--- src/rtl/fft_ctrl_pkg.sv ---
// Shared definitions for the FFT frame controller: FSM states, default widths and
// the bit layout of the configuration word sent to the FFT core.
package fft_ctrl_pkg;

    typedef enum logic [1:0] {
        ST_IDLE   = 2'd0,
        ST_CFG    = 2'd1,
        ST_STREAM = 2'd2,
        ST_DRAIN  = 2'd3
    } state_t;

    localparam int unsigned SCALE_W_DEFAULT = 15;

    // Config word is {scale_sch, fwd_inv}.
    localparam int unsigned CFG_FWD_BIT = 0;
    localparam int unsigned CFG_SCH_LSB = 1;

endpackage

--- src/rtl/fft_res_mon.sv ---
// Result-side monitor: counts returned frames and flags misplaced tlast on the core output.
// Optional error counter enabled by FFT_FRAME_CTRL_ERR_CNT_EN.
module fft_res_mon #(
    parameter int unsigned FFT_POINT = 8192,
    parameter int unsigned NF_W      = 16
) (
    input  logic            clk,
    input  logic            rst,
    input  logic            active,
    input  logic            clr,
    input  logic            s_res_tvalid,
    input  logic            s_res_tlast,
    output logic [NF_W-1:0] frames_out,
    output logic            err_last,
    output logic [7:0]      err_cnt
);

    localparam int unsigned CNT_W = $clog2(FFT_POINT);
    localparam logic [CNT_W-1:0] BEAT_LAST = CNT_W'(FFT_POINT - 1);

    logic [CNT_W-1:0] beat_cnt_q, beat_cnt_d;
    logic [NF_W-1:0]  frames_out_q, frames_out_d;
    logic             err_last_q, err_last_d;

    always_comb begin
        beat_cnt_d   = beat_cnt_q;
        frames_out_d = frames_out_q;
        err_last_d   = 1'b0;
        if (s_res_tvalid) begin
            // tlast must coincide exactly with the final beat position.
            err_last_d = s_res_tlast ^ (beat_cnt_q == BEAT_LAST);
            beat_cnt_d = (s_res_tlast || beat_cnt_q == BEAT_LAST) ? '0 : beat_cnt_q + 1'b1;
            if (active && s_res_tlast) begin
                frames_out_d = frames_out_q + NF_W'(1);
            end
        end
        if (clr) begin
            beat_cnt_d   = '0;
            frames_out_d = '0;
        end
    end

    always_ff @(posedge clk) begin
        if (rst) begin
            beat_cnt_q   <= '0;
            frames_out_q <= '0;
            err_last_q   <= 1'b0;
        end else begin
            beat_cnt_q   <= beat_cnt_d;
            frames_out_q <= frames_out_d;
            err_last_q   <= err_last_d;
        end
    end

    assign frames_out = frames_out_q;
    assign err_last   = err_last_q;

`ifdef FFT_FRAME_CTRL_ERR_CNT_EN
    logic [7:0] err_cnt_q, err_cnt_d;

    always_comb begin
        err_cnt_d = err_cnt_q;
        if (clr) begin
            err_cnt_d = '0;
        end else if (err_last_d && err_cnt_q != '1) begin
            err_cnt_d = err_cnt_q + 8'd1;
        end
    end

    always_ff @(posedge clk) begin
        if (rst) begin
            err_cnt_q <= '0;
        end else begin
            err_cnt_q <= err_cnt_d;
        end
    end

    assign err_cnt = err_cnt_q;
`else
    assign err_cnt = '0;
`endif

endmodule

--- src/rtl/fft_frame_ctrl.sv ---
// Frame controller feeding an FFT core: config handshake, framed sample streaming,
// result monitoring. Optional error counter via FFT_FRAME_CTRL_ERR_CNT_EN.
module fft_frame_ctrl
    import fft_ctrl_pkg::*;
#(
    parameter int unsigned FFT_POINT = 8192,
    parameter int unsigned SCALE_W   = SCALE_W_DEFAULT,
    parameter int unsigned NF_W      = 16
) (
    input  logic               clk,
    input  logic               rst,
    input  logic               start,
    input  logic               fwd_inv,
    input  logic [SCALE_W-1:0] scale_sch,
    input  logic [NF_W-1:0]    nframes,
    input  logic               stop,
    input  logic               i_valid,
    input  logic [13:0]        i_data,
    output logic               i_ready,
    output logic [SCALE_W:0]   m_cfg_tdata,
    output logic               m_cfg_tvalid,
    input  logic               m_cfg_tready,
    output logic [31:0]        m_dat_tdata,
    output logic               m_dat_tvalid,
    output logic               m_dat_tlast,
    input  logic               m_dat_tready,
    input  logic               s_res_tvalid,
    input  logic               s_res_tlast,
    output logic               busy,
    output logic               done,
    output logic               err_last,
    output logic [NF_W-1:0]    frames_in,
    output logic [NF_W-1:0]    frames_out,
    output logic [7:0]         err_cnt
);

    localparam int unsigned CNT_W = $clog2(FFT_POINT);
    localparam logic [CNT_W-1:0] SMP_LAST = CNT_W'(FFT_POINT - 1);

    state_t             state_q, state_d;
    logic               fwd_q, fwd_d;
    logic [SCALE_W-1:0] sch_q, sch_d;
    logic [NF_W-1:0]    nframes_q, nframes_d;
    logic [NF_W-1:0]    acc_frames_q, acc_frames_d;
    logic [NF_W-1:0]    frames_in_q, frames_in_d;
    logic [CNT_W-1:0]   smp_cnt_q, smp_cnt_d;
    logic               stop_req_q, stop_req_d;
    logic [31:0]        dat_q, dat_d;
    logic               dat_valid_q, dat_valid_d;
    logic               dat_last_q, dat_last_d;
    logic               done_q, done_d;

    logic start_acc, slice_free, end_pending, rdy, in_fire;

    always_comb begin
        start_acc  = (state_q == ST_IDLE) && start;
        slice_free = !dat_valid_q || m_dat_tready;
        // A stop only takes effect on a frame boundary; counted runs end after nframes accepted.
        end_pending = ((nframes_q != '0) && (acc_frames_q == nframes_q))
                   || ((stop_req_q || stop) && (smp_cnt_q == '0));
        rdy     = (state_q == ST_STREAM) && !end_pending && slice_free;
        in_fire = i_valid && rdy;
    end

    always_comb begin
        state_d      = state_q;
        fwd_d        = fwd_q;
        sch_d        = sch_q;
        nframes_d    = nframes_q;
        acc_frames_d = acc_frames_q;
        frames_in_d  = frames_in_q;
        smp_cnt_d    = smp_cnt_q;
        stop_req_d   = stop_req_q;
        dat_d        = dat_q;
        dat_valid_d  = dat_valid_q;
        dat_last_d   = dat_last_q;
        done_d       = 1'b0;

        if (in_fire) begin
            dat_d       = {16'h0000, i_data, 2'b00};
            dat_valid_d = 1'b1;
            dat_last_d  = (smp_cnt_q == SMP_LAST);
            smp_cnt_d   = smp_cnt_q + 1'b1;
            if (smp_cnt_q == SMP_LAST) begin
                acc_frames_d = acc_frames_q + NF_W'(1);
            end
        end else if (m_dat_tready) begin
            dat_valid_d = 1'b0;
        end

        if (dat_valid_q && m_dat_tready && dat_last_q) begin
            frames_in_d = frames_in_q + NF_W'(1);
        end

        unique case (state_q)
            ST_IDLE: begin
                if (start) begin
                    state_d      = ST_CFG;
                    fwd_d        = fwd_inv;
                    sch_d        = scale_sch;
                    nframes_d    = nframes;
                    acc_frames_d = '0;
                    frames_in_d  = '0;
                    smp_cnt_d    = '0;
                    stop_req_d   = 1'b0;
                end
            end
            ST_CFG: begin
                if (stop) stop_req_d = 1'b1;
                if (m_cfg_tready) state_d = ST_STREAM;
            end
            ST_STREAM: begin
                if (stop) stop_req_d = 1'b1;
                if (end_pending && !dat_valid_q) state_d = ST_DRAIN;
            end
            ST_DRAIN: begin
                if (frames_out == frames_in_q) begin
                    state_d = ST_IDLE;
                    done_d  = 1'b1;
                end
            end
            default: state_d = ST_IDLE;
        endcase
    end

    always_ff @(posedge clk) begin
        if (rst) begin
            state_q      <= ST_IDLE;
            fwd_q        <= 1'b0;
            sch_q        <= '0;
            nframes_q    <= '0;
            acc_frames_q <= '0;
            frames_in_q  <= '0;
            smp_cnt_q    <= '0;
            stop_req_q   <= 1'b0;
            dat_q        <= '0;
            dat_valid_q  <= 1'b0;
            dat_last_q   <= 1'b0;
            done_q       <= 1'b0;
        end else begin
            state_q      <= state_d;
            fwd_q        <= fwd_d;
            sch_q        <= sch_d;
            nframes_q    <= nframes_d;
            acc_frames_q <= acc_frames_d;
            frames_in_q  <= frames_in_d;
            smp_cnt_q    <= smp_cnt_d;
            stop_req_q   <= stop_req_d;
            dat_q        <= dat_d;
            dat_valid_q  <= dat_valid_d;
            dat_last_q   <= dat_last_d;
            done_q       <= done_d;
        end
    end

    always_comb begin
        m_cfg_tdata                          = '0;
        m_cfg_tdata[CFG_FWD_BIT]             = fwd_q;
        m_cfg_tdata[CFG_SCH_LSB +: SCALE_W]  = sch_q;
    end

    assign m_cfg_tvalid = (state_q == ST_CFG);
    assign i_ready      = rdy;
    assign m_dat_tdata  = dat_q;
    assign m_dat_tvalid = dat_valid_q;
    assign m_dat_tlast  = dat_last_q;
    assign busy         = (state_q != ST_IDLE);
    assign done         = done_q;
    assign frames_in    = frames_in_q;

    fft_res_mon #(
        .FFT_POINT (FFT_POINT),
        .NF_W      (NF_W)
    ) u_res_mon (
        .clk          (clk),
        .rst          (rst),
        .active       (busy),
        .clr          (start_acc),
        .s_res_tvalid (s_res_tvalid),
        .s_res_tlast  (s_res_tlast),
        .frames_out   (frames_out),
        .err_last     (err_last),
        .err_cnt      (err_cnt)
    );

endmodule
--- config.mk ---
export PLATFORM = sky130hd
export DESIGN_NAME = fft_frame_ctrl
export DESIGN_NICKNAME = d
export VERILOG_FILES = /design/src/rtl/fft_ctrl_pkg.sv /design/src/rtl/fft_res_mon.sv /design/src/rtl/fft_frame_ctrl.sv
export SDC_FILE = /design/constraint.sdc
export NUM_CORES = 1
export LEC_CHECK = 0
export BUFFER_PORTS_ARGS = -buffer_cell sky130_fd_sc_hd__buf_2
export CORE_ASPECT_RATIO = 0.8
export CORE_UTILIZATION = 45
export DETAILED_ROUTE_END_ITERATION = 16
export PLACE_DENSITY_LB_ADDON = 0.15
export SYNTH_ARGS = -nofsm -noshare
export SYNTH_HDL_FRONTEND = slang
export SYNTH_SLANG_ARGS = --single-unit
--- constraint.sdc ---
create_clock -name clk -period 2.45 [get_ports clk]
set_input_delay 0.3675 -clock clk [delete_from_list [all_inputs] [get_ports clk]]
set_output_delay 0.3675 -clock clk [all_outputs]
set_load 0.05 [all_outputs]
==> flow_metrics.env <==
export IMPL_status="complete, no violations"
export IMPL_period_minus_slack_ns=2.31
export IMPL_powerDensity_mw_per_mm2=833
export IMPL_die_x_um=130
export IMPL_post_drt_wl_per_cell_um=13.4
export IMPL_drv_cap=0
export IMPL_clk_latency_ns=0.42
export IMPL_final_nets=884
export IMPL_final_common_cell="dfxtp_1"
export IMPL_grt_pass1_wl_mm=22.8
export IMPL_place_hpwl_mm=9.72
export IMPL_io_pins=150
export IMPL_clkTransAtPathRegs_ns=0.06
export IMPL_synthesis_area_mm2=0.00590
export IMPL_h_tree_depth=4
export IMPL_synthCells=698
export IMPL_finalCritPeriodShare_pct=94.1
export IMPL_synthFlopType="dfxtp_1"
export IMPL_p_sw_mw=1.93
export IMPL_vias=5131
export IMPL_antenna_found_initial=0
export IMPL_yosys_warnings=0
export IMPL_start_kind="flip-flop"
export IMPL_fill_cells=1208
export IMPL_drt_iter0_drc=281
export IMPL_path_cells="xor2_1, nor4_2, nand3_1, o2111a_1, buf_2"
export IMPL_avgSynthCellArea_um2=8.45
export IMPL_cts_sinks=127
export IMPL_grt_max_degree=47
export IMPL_tightest_slew_ns=0.502
export IMPL_firstDrtPassIters=4
export IMPL_worst_path_buf_inv=1
export IMPL_row_count=37
export IMPL_drt_total_wl_mm=13.5
export IMPL_core_mm2=0.0128
export IMPL_grt_usage_pct=21.3
export IMPL_synth_distinct_cells=42
export IMPL_dp_cells=972
export IMPL_setup_viol=0
export IMPL_ys_seq_area_share_pct=43.1
export IMPL_portBuffers=123
export IMPL_synth_area_top_cells="dfxtp_1 43%, xor2_1 8.5%, nand2_1 6.5%"
export IMPL_diodes=0
export IMPL_fmax_mhz=434
export IMPL_die_area_mm2=0.0136
export IMPL_worst_endpoint_required_ns=2.08
export IMPL_via_per_inst=5.10
export IMPL_critPathSlowestCell="dfxtp_1"
export IMPL_start_util_pct=46.0
export IMPL_crit_type="reg2out"
export IMPL_hold_viol=0
export IMPL_ant_nets=0
export IMPL_cp_top_family="simple AND/OR/NAND/NOR gates"
export IMPL_cp_end_kind="primary output"
export IMPL_drc_errors=0
export IMPL_hp_class="in2reg"
export IMPL_final_cell_mix="126 x dfxtp_1, 123 x buf_2, 101 x nand2_1, 68 x nor2_1, 65 x a21oi_1"
export IMPL_max_slew_margin_rel_pct=66.4
export IMPL_p_leak_nw=3.24
export IMPL_ys_ff_latch=127
export IMPL_share_comb_of_total_power_pct=20.3
export IMPL_p_seq_share_pct=37.8
export IMPL_grt_ovfl_total=0
export IMPL_synthArstFlopShare_pct=0
export IMPL_synth_area_leader_cell="dfxtp_1"
export IMPL_routabilityCongestion=0.797
export IMPL_p_int_mw=4.08
export IMPL_finClkSkew_ns=0.00656
export IMPL_cts_buffers=17
export IMPL_grt_pass1_vias=4898
export IMPL_cp_slowest_stage_delay_ns=0.42
export IMPL_critPathMaxFanout=6
export IMPL_synthToLayoutAreaGrowth_pct=22.4
export IMPL_clock_root_buffer="clkbuf_16"
export IMPL_power_frac_clock_pct=41.9
export IMPL_rsz0062_at_grt="no"
export IMPL_layout_drive_gt1_share_pct=20.9
export IMPL_swShare_pct=32.1
export IMPL_cts_hold_buf=0
export IMPL_peakVddDrop_mv=0.479
export IMPL_cts_buffer_depth=2
export IMPL_tns_ns=0
export IMPL_crit_arrival_ns=1.94
export IMPL_stdcell_count=1006
export IMPL_synth_edf_count=0
export IMPL_cts_tree="done"
export IMPL_synth_top_area_share_pct=43.1
export IMPL_final_max_slew_violation_count=0
export IMPL_die_h_um=104
-- layout make-up --
class                           instances  area (um^2)  share of cell area (%)
Timing Repair Buffer                  134          736                    10.2
Sequential cell                       127         2540                    35.2
Inverter                               16         60.1                   0.832
Clock inverter                         14          156                    2.17
Clock buffer                           18          439                    6.08
Tap cell                              175          219                    3.03
Multi-Input combinational cell        522         3060                    42.5
-- registers in the layout, indices dropped and copies added (netlist names) --
| signal | cells |
|---|---|
| acc_frames_q | 16 |
| frames_in | 16 |
| nframes_q | 16 |
| u_res_mon.frames_out | 16 |
| sch_q | 15 |
| m_dat_tdata | 14 |
| smp_cnt_q | 13 |
| u_res_mon.beat_cnt_q | 13 |
| state_q | 2 |
| done | 1 |
| fwd_q | 1 |
| m_dat_tlast | 1 |
| m_dat_tvalid | 1 |
| stop_req_q | 1 |
| u_res_mon.err_last | 1 |
-- cell usage after synthesis, types with 14 or more instances --
cell type  number
dfxtp_1       127
nand2_1       102
nor2_1         68
a21oi_1        65
xor2_1         57
buf_4          28
clkbuf_1       23
nand3_1        22
nand4_1        20
mux2i_1        18
or3_1          17
inv_1          16
o21ai_0        15
xnor2_1        15
nor4_1         14
-- metrics by stage --
stage	hold slack (ns)	power [mW]	cell area (um^2)	worst slack [ns]	util (%)
3_3_place_gp	0.439	3.49	6600	0.261	51.5
6_report	0.179	6.01	7220	0.144	56.3
5_1_grt	0.168	6.31	7220	0.0353	56.3
2_1_floorplan	0.437	3.24	5990	0.337	-
3_5_place_dp	0.443	3.51	6600	0.200	51.5
4_1_cts	0.159	6.07	7200	0.0416	56.2
-- worst min-delay path: stages --
cell     delay (ns)
buf_2          0.07
mux2i_1        0.05
nor2_1         0.07
-- power by group through the flow --
stage,combinational (mW),sequential [mW],clock (mW)
2_1_floorplan,0.748,2.49,0
3_3_place_gp,1.17,2.31,0
3_5_place_dp,1.19,2.32,0
4_1_cts,1.21,2.28,2.58
5_1_grt,1.33,2.29,2.69
6_report,1.22,2.27,2.52
-- final timing paths --
| kind | from | endpoint | slack [ns] | cells past startpoint |
|---|---|---|---|---|
| worst min register to register | sch_q[1] | sch_q[1] | 0.45 | 2 |
| worst max-delay path | acc_frames_q[7] | i_ready | 0.14 | 5 |
| worst min-delay path | i_data[1] | m_dat_tdata[3] | 0.18 | 3 |
| worst max register to register | smp_cnt_q[1] | acc_frames_q[15] | 0.23 | 9 |
-- cells by family after synthesis --
family          count (synthesis)  synth area share, %
compound gates                103                 9.80
flops                         127                 43.1
simple gates                  292                 24.1
fa+ha+maj                      11                 2.33
other cells                     1               0.0636
buf+inv                        74                 6.85
mux                            18                 3.06
xor+xnor                       72                 10.7
-- metal layers --
| metal | GRT usage, % | wire length [um] | vias up |
|---|---|---|---|
| met3 | 5.50 | 569 | 11 |
| met1 | 26.9 | 6320 | 2431 |
| met2 | 34.6 | 6450 | 100 |
| met5 | 0 | 0 | - |
| li1 | - | - | 2589 |
| met4 | 8.06 | 114 | 0 |
-- timing repair --
item	4_1_cts	5_1_grt
buffers inserted	1	1
gates resized for setup	0	2
endpoints found under the setup margin	1	3
pin swaps	1	1
No activity file was read; power rests on OpenSTA's default activity.
